===== src/rtl/pe_block_fetcher.sv =====
// ---------------------------------------------------------------------------
// pe_block_fetcher
//
// Processing-element side of the block-index scatter. Accepts a (row, column)
// block-index pair from the control unit, requests the shared memory bus,
// streams the addressed A block followed by the addressed B block into the
// PE's local operand buffer, starts the compute core, and reports
// result-ready once the core signals completion.
//
// Memory layout: word 0 config, word 1 status, A blocks from word 2,
// B blocks after gamma A blocks. Address arithmetic wraps modulo
// 2**memory_size_log.
//
// Ports:
//   i_Clock, i_Reset         rising-edge clock, synchronous active-high reset
//   i_Indexes_Ready          index pair offered (level)
//   i_Row_Index              A block index
//   i_Column_Index           B block index
//   i_Config                 [7:0] lambda, [15:8] gamma, [23:16] mu
//   o_Indexes_Received       one-cycle acknowledge of the index pair
//   o_Grant_Request          memory bus request (level)
//   i_Grant                  memory bus grant (level)
//   o_Memory_Address         registered read address
//   i_Memory_Data            read data, one cycle after the address
//   o_Buffer_Write           local buffer write strobe
//   o_Buffer_Address         local buffer word index
//   o_Buffer_Data            local buffer write data
//   i_Compute_Done           compute core finished (pulse)
//   o_Start_Compute          one-cycle pulse, operands loaded
//   o_Result_Ready           result available (level)
//   o_Busy                   high outside S_IDLE and S_DONE
// ---------------------------------------------------------------------------
module pe_block_fetcher #(
  parameter int index_width       = 8,
  parameter int greek_size        = 8,
  parameter int memory_size_log   = 10,
  parameter int block_size        = 2,
  parameter int buffer_addr_width = 4
) (
  input  logic                         i_Clock,
  input  logic                         i_Reset,
  input  logic                         i_Indexes_Ready,
  input  logic [index_width-1:0]       i_Row_Index,
  input  logic [index_width-1:0]       i_Column_Index,
  input  logic [31:0]                  i_Config,
  output logic                         o_Indexes_Received,
  output logic                         o_Grant_Request,
  input  logic                         i_Grant,
  output logic [memory_size_log-1:0]   o_Memory_Address,
  input  logic [31:0]                  i_Memory_Data,
  output logic                         o_Buffer_Write,
  output logic [buffer_addr_width-1:0] o_Buffer_Address,
  output logic [31:0]                  o_Buffer_Data,
  input  logic                         i_Compute_Done,
  output logic                         o_Start_Compute,
  output logic                         o_Result_Ready,
  output logic                         o_Busy
);

  localparam int block_words = block_size * block_size;
  localparam int total_words = 2 * block_words;

  localparam logic [buffer_addr_width-1:0] last_word    = buffer_addr_width'(total_words - 1);
  localparam logic [buffer_addr_width-1:0] b_first_word = buffer_addr_width'(block_words);

  typedef enum logic [2:0] {
    S_IDLE    = 3'd0,
    S_REQUEST = 3'd1,
    S_FETCH   = 3'd2,
    S_DRAIN   = 3'd3,
    S_COMPUTE = 3'd4,
    S_DONE    = 3'd5
  } state_t;

  state_t                       state;
  logic [index_width-1:0]       row_index;
  logic [index_width-1:0]       column_index;
  logic [greek_size-1:0]        gamma;
  logic [memory_size_log-1:0]   a_base;
  logic [memory_size_log-1:0]   b_base;

  // word_p0: index of the word whose address is on o_Memory_Address.
  // vld_p1/word_p1: that word was granted last cycle, its data is on the bus now.
  logic [buffer_addr_width-1:0] word_p0;
  logic                         vld_p1;
  logic [buffer_addr_width-1:0] word_p1;

  // Only gamma is consumed from the config word.
  logic unused_config;
  assign unused_config = ^{i_Config[31:2*greek_size], i_Config[greek_size-1:0]};

  // Address of word 0 of block number (first_block + idx); the 32-bit sum is
  // truncated so the result wraps modulo 2**memory_size_log.
  function automatic logic [memory_size_log-1:0] block_addr(
    input logic [31:0] first_block,
    input logic [31:0] idx
  );
    logic [31:0] full;
    full = 32'd2 + (first_block + idx) * 32'(block_words);
    return full[memory_size_log-1:0];
  endfunction

  assign a_base = block_addr(32'd0, 32'(row_index));
  assign b_base = block_addr(32'(gamma), 32'(column_index));

  always_ff @(posedge i_Clock) begin
    if (i_Reset) begin
      state              <= S_IDLE;
      row_index          <= '0;
      column_index       <= '0;
      gamma              <= '0;
      word_p0            <= '0;
      vld_p1             <= 1'b0;
      word_p1            <= '0;
      o_Memory_Address   <= '0;
      o_Indexes_Received <= 1'b0;
      o_Grant_Request    <= 1'b0;
      o_Start_Compute    <= 1'b0;
      o_Result_Ready     <= 1'b0;
    end else begin
      o_Indexes_Received <= 1'b0;
      o_Start_Compute    <= 1'b0;
      vld_p1             <= 1'b0;
      case (state)
        S_IDLE, S_DONE: begin
          // Acceptance takes priority over holding a finished result.
          if (i_Indexes_Ready) begin
            row_index          <= i_Row_Index;
            column_index       <= i_Column_Index;
            gamma              <= i_Config[2*greek_size-1:greek_size];
            o_Indexes_Received <= 1'b1;
            o_Grant_Request    <= 1'b1;
            o_Result_Ready     <= 1'b0;
            state              <= S_REQUEST;
          end
        end
        S_REQUEST: begin
          if (i_Grant) begin
            o_Memory_Address <= a_base;
            word_p0          <= '0;
            state            <= S_FETCH;
          end
        end
        S_FETCH: begin
          // Stage p0 -> p1: a granted address becomes an in-flight word.
          // Without grant the address is held and re-offered next cycle.
          if (i_Grant) begin
            vld_p1  <= 1'b1;
            word_p1 <= word_p0;
            if (word_p0 == last_word) begin
              o_Grant_Request <= 1'b0;
              o_Start_Compute <= 1'b1;
              state           <= S_DRAIN;
            end else begin
              word_p0 <= word_p0 + buffer_addr_width'(1);
              if (word_p0 + buffer_addr_width'(1) == b_first_word) begin
                o_Memory_Address <= b_base;
              end else begin
                o_Memory_Address <= o_Memory_Address + memory_size_log'(1);
              end
            end
          end
        end
        S_DRAIN: begin
          // The last word is written this cycle from the p1 stage.
          state <= S_COMPUTE;
        end
        S_COMPUTE: begin
          if (i_Compute_Done) begin
            o_Result_Ready <= 1'b1;
            state          <= S_DONE;
          end
        end
        default: begin
          o_Grant_Request <= 1'b0;
          o_Result_Ready  <= 1'b0;
          state           <= S_IDLE;
        end
      endcase
    end
  end

  // Stage p1 -> buffer: capture the returning word. Suppressed while reset is
  // asserted so an aborted fetch never lands a word.
  assign o_Buffer_Write   = vld_p1 & ~i_Reset;
  assign o_Buffer_Address = o_Buffer_Write ? word_p1 : '0;
  assign o_Buffer_Data    = o_Buffer_Write ? i_Memory_Data : '0;

  assign o_Busy = (state != S_IDLE) && (state != S_DONE);

endmodule


===== config.mk =====
export PLATFORM = sky130hd
export DESIGN_NAME = pe_block_fetcher
export DESIGN_NICKNAME = d
export VERILOG_FILES = /design/src/rtl/pe_block_fetcher.sv
export SDC_FILE = /design/constraint.sdc
export NUM_CORES = 1
export LEC_CHECK = 0
export BUFFER_PORTS_ARGS = -buffer_cell sky130_fd_sc_hd__buf_4
export CAP_MARGIN = 15
export CORE_UTILIZATION = 47
export CTS_CLUSTER_DIAMETER = 150
export DETAILED_ROUTE_END_ITERATION = 8
export GPL_TIMING_DRIVEN = 0
export PLACE_DENSITY = 0.89
export SYNTH_ARGS = -nofsm -noshare
export SYNTH_HDL_FRONTEND = slang
export SYNTH_SLANG_ARGS = --single-unit
export TNS_END_PERCENT = 1

===== constraint.sdc =====
create_clock -name i_Clock -period 2.4 [get_ports i_Clock]
set_clock_uncertainty 0.1 [all_clocks]
set_input_delay 0.12 -clock i_Clock [delete_from_list [all_inputs] [get_ports i_Clock]]
set_output_delay 0.12 -clock i_Clock [all_outputs]
set_load 0.005 [all_outputs]

==> out/summary.txt <==
H-tree depth -> 2
CP startpoint kind -> register
CTS sink cnt -> 50
Vias -> 3078
DR iter-0 viols -> 147
Inserted Diodes -> 0
Critical Path Fanout Max -> 7
Total power -> 0.002120 W
Cell area after synthesis -> 2898 sq um
CP Cell Sequence -> ha_1 -> or3b_2 -> clkbuf_1 -> a221oi_1 -> a21o_1
Largest net degree at the start of global routing -> 16
Top post-synthesis cells by area -> dfxtp_1, and2_1, nand2_1
Met3 GRT Util -> 0.05682
Layout cells sized above 1 -> 0.2854
Gr busiest metal -> met2
Fin. Hold Viols -> 0
Initial antenna violation count -> 0
Final #Nets -> 602
Root Buffer -> clkbuf_8
Yosys top cell area share -> 0.3454
Register bit total from synthesis -> 50
Post-route cell area -> 4160 sq um
Crit path buf inv count -> 1
Core area -> 5921 sq um
Peak supply drop -> 0.4924 mV
Antenna Nets Post-Route -> 0
Row cnt -> 28
Max clock buf depth -> 2
Clk Latency, worst-skew pair -> 0.31 ns
Number of global-route vias before repair -> 2803
R2R Setup Slk -> 0.34 ns
Max-cap violations -> 0
Pre-antenna DRT Iters -> 5
CP endpoint kind -> register
Post-synth EDFFs -> 0
Post-Syn Area per Cell -> 7.939 sq um
Max transition margin -> 0.6014
Final Cycle Share -> 0.8579
Avg WL per Cell -> 14.54 microns
IO Pins -> 137
Cell leakage power -> 1.853 nW
Synth top cells by count -> nand2_1, dfxtp_1, a21oi_1
Most frequent cell after synthesis -> nand2_1
Total track usage -> 0.2632
Critical Path AT -> 2.21 ns
Cell area power density -> 509.6 nW/um^2
Post-synth ARST share -> 0
Yosys warnings -> 0
Worst slack at placement -> 0.3796 ns
Area after DPL -> 3825 sq um
Status -> finished, final reports clean
Setup bufs post-CTS -> 0
CP startpoint -> word_p0[0]$_SDFFE_PP0P_
Crit path max-delay family -> compound AO/OA/AOI/OAI gates
Post-route setup TNS -> 0 ns
Critical Path Max Stage Delay -> 0.46 ns
First-pass GRT wire length -> 12990 microns
Part of the Yosys area used for sequential elements -> 0.3454
Port bufs -> 111
Die Wd -> 80.52 microns
FILL cells -> 477
Total grt overflow -> 0
Via density -> 5.280
Hpwl dp -> 6283 microns
Synth Flop Type -> dfxtp_1
Setup CP Type -> reg2reg
HP Class -> in2reg
Worst slew pin tran -> 0.5953 ns
Worst Path Required -> 2.56 ns
CTS clk-pin slew, worst paths -> 0.09 ns
Placer Congestion -> 0.8548
Clock period minus worst slack -> 2.059 ns
Met1 Usage GRT -> 0.2913
DIE AREA -> 6483 sq um
Critical R2R Launch -> word_p0[0]$_SDFFE_PP0P_
Setup-failing EPs final -> 0
Grt met2 use -> 0.5000
Max frequency -> 485.7 MHz
Worst hold start -> i_Indexes_Ready
Cells after Synth -> 365
Cell taking the most area after synthesis -> dfxtp_1
CP max stage cell -> or3b_2
Unique cell type count in the Yosys netlist -> 59
Initial core utilization -> 0.4894
Post-Syn Nets -> 460
TritonCTS clock tree -> done
Final Worst Setup Slack -> 0.3411 ns
RSZ-0062 raised after global routing -> no
Die Ht -> 80.52 microns
Total CTS buffers -> 5
Synthesis-to-layout area growth -> 43.57%
Max-slew violation count -> 0
Final wirelength -> 8474 microns
Remaining DRCs -> 0
-- layout make-up --
class	count	area, sq um	area share
Multi-Input combinational cell	282	1729	0.4156
Timing Repair Buffer	135	1074	0.2580
Sequential cell	50	1001	0.2406
Buffer	23	130.1	0.03128
Tap cell	75	93.84	0.02256
Clock buffer	6	82.58	0.01985
Inverter	10	37.54	0.009023
Clock inverter	2	12.51	0.003008
-- final timing paths --
path | to | depth (start not counted)
setup / recovery | o_Memory_Address[9]$_SDFFE_PP0P_ | 5
hold / removal | state[2]$_SDFFE_PP0P_ | 4
setup reg to reg | o_Memory_Address[9]$_SDFFE_PP0P_ | 5
hold reg to reg | row_index[5]$_SDFFE_PP0P_ | 2
-- layer usage --
layer	vias up	routed length [microns]
li1	1525	-
met1	1427	3437
met2	114	4344
met3	12	592
met4	0	99
met5	-	0
-- cells in the final DEF (no fill, tap or decap), types with 9 or more instances in the layout --
| master | n |
|---|---|
| a21oi_1 | 41 |
| and2_1 | 39 |
| buf_4 | 115 |
| clkbuf_1 | 13 |
| dfxtp_1 | 50 |
| dlygate4sd3_1 | 24 |
| ha_1 | 9 |
| inv_1 | 10 |
| mux2i_1 | 10 |
| nand2_1 | 65 |
| nand3_1 | 10 |
| nor2_1 | 23 |
-- state kept, by name, indices dropped and copies added, names as in the netlist --
name	flops
row_index	8
word_p1	4
o_Grant_Request	1
column_index	8
o_Indexes_Received	1
o_Result_Ready	1
state	3
o_Memory_Address	10
o_Start_Compute	1
word_p0	4
gamma	8
vld_p1	1
-- report_power, final --
part | total [W] | switching (W) | internal [W]
sequential | 0.000965 | 0.0000622 | 0.000902
clock | 0.000518 | 0.000285 | 0.000232
combinational | 0.000638 | 0.000313 | 0.000325
-- cells by family after synthesis --
family | after synthesis | synth area share
muxes | 12 | 0.04361
adders and majority gates | 10 | 0.04577
and+or+nand+nor | 168 | 0.2971
AOI/OAI and AO/OA | 80 | 0.1740
buffers and inverters | 33 | 0.05786
DFF | 50 | 0.3454
xor gates and xnor gates | 12 | 0.03627
-- metrics by stage --
| stage | cells | hold slack [ns] | util |
|---|---|---|---|
| finish | 583 | 0.1160 | 0.7027 |
| floorplan | 365 | 0.1560 | - |
| detailed placement | 551 | 0.2771 | 0.6460 |
| global placement | 551 | 0.2682 | 0.6460 |
| global route | 583 | 0.1244 | 0.7027 |
| CTS | 583 | 0.1206 | 0.7027 |
-- worst register-to-register path: cells and delay by family (launching register included) --
kind	cells	cell delay [ns]
adders and majority gates	1	0.28
buffers and inverters	1	0.22
and+or+nand+nor	1	0.46
DFF	1	0.40
AOI/OAI and AO/OA	2	0.54
-- what timing repair did --
action / 4_1_cts / 5_1_grt
setup endpoints to repair: 0 / 0
endpoints found under the hold margin: 24 / 0
gates resized for setup: 0 / 0
hold buffers: 24 / 0
Power figures use the tool's default switching activity.
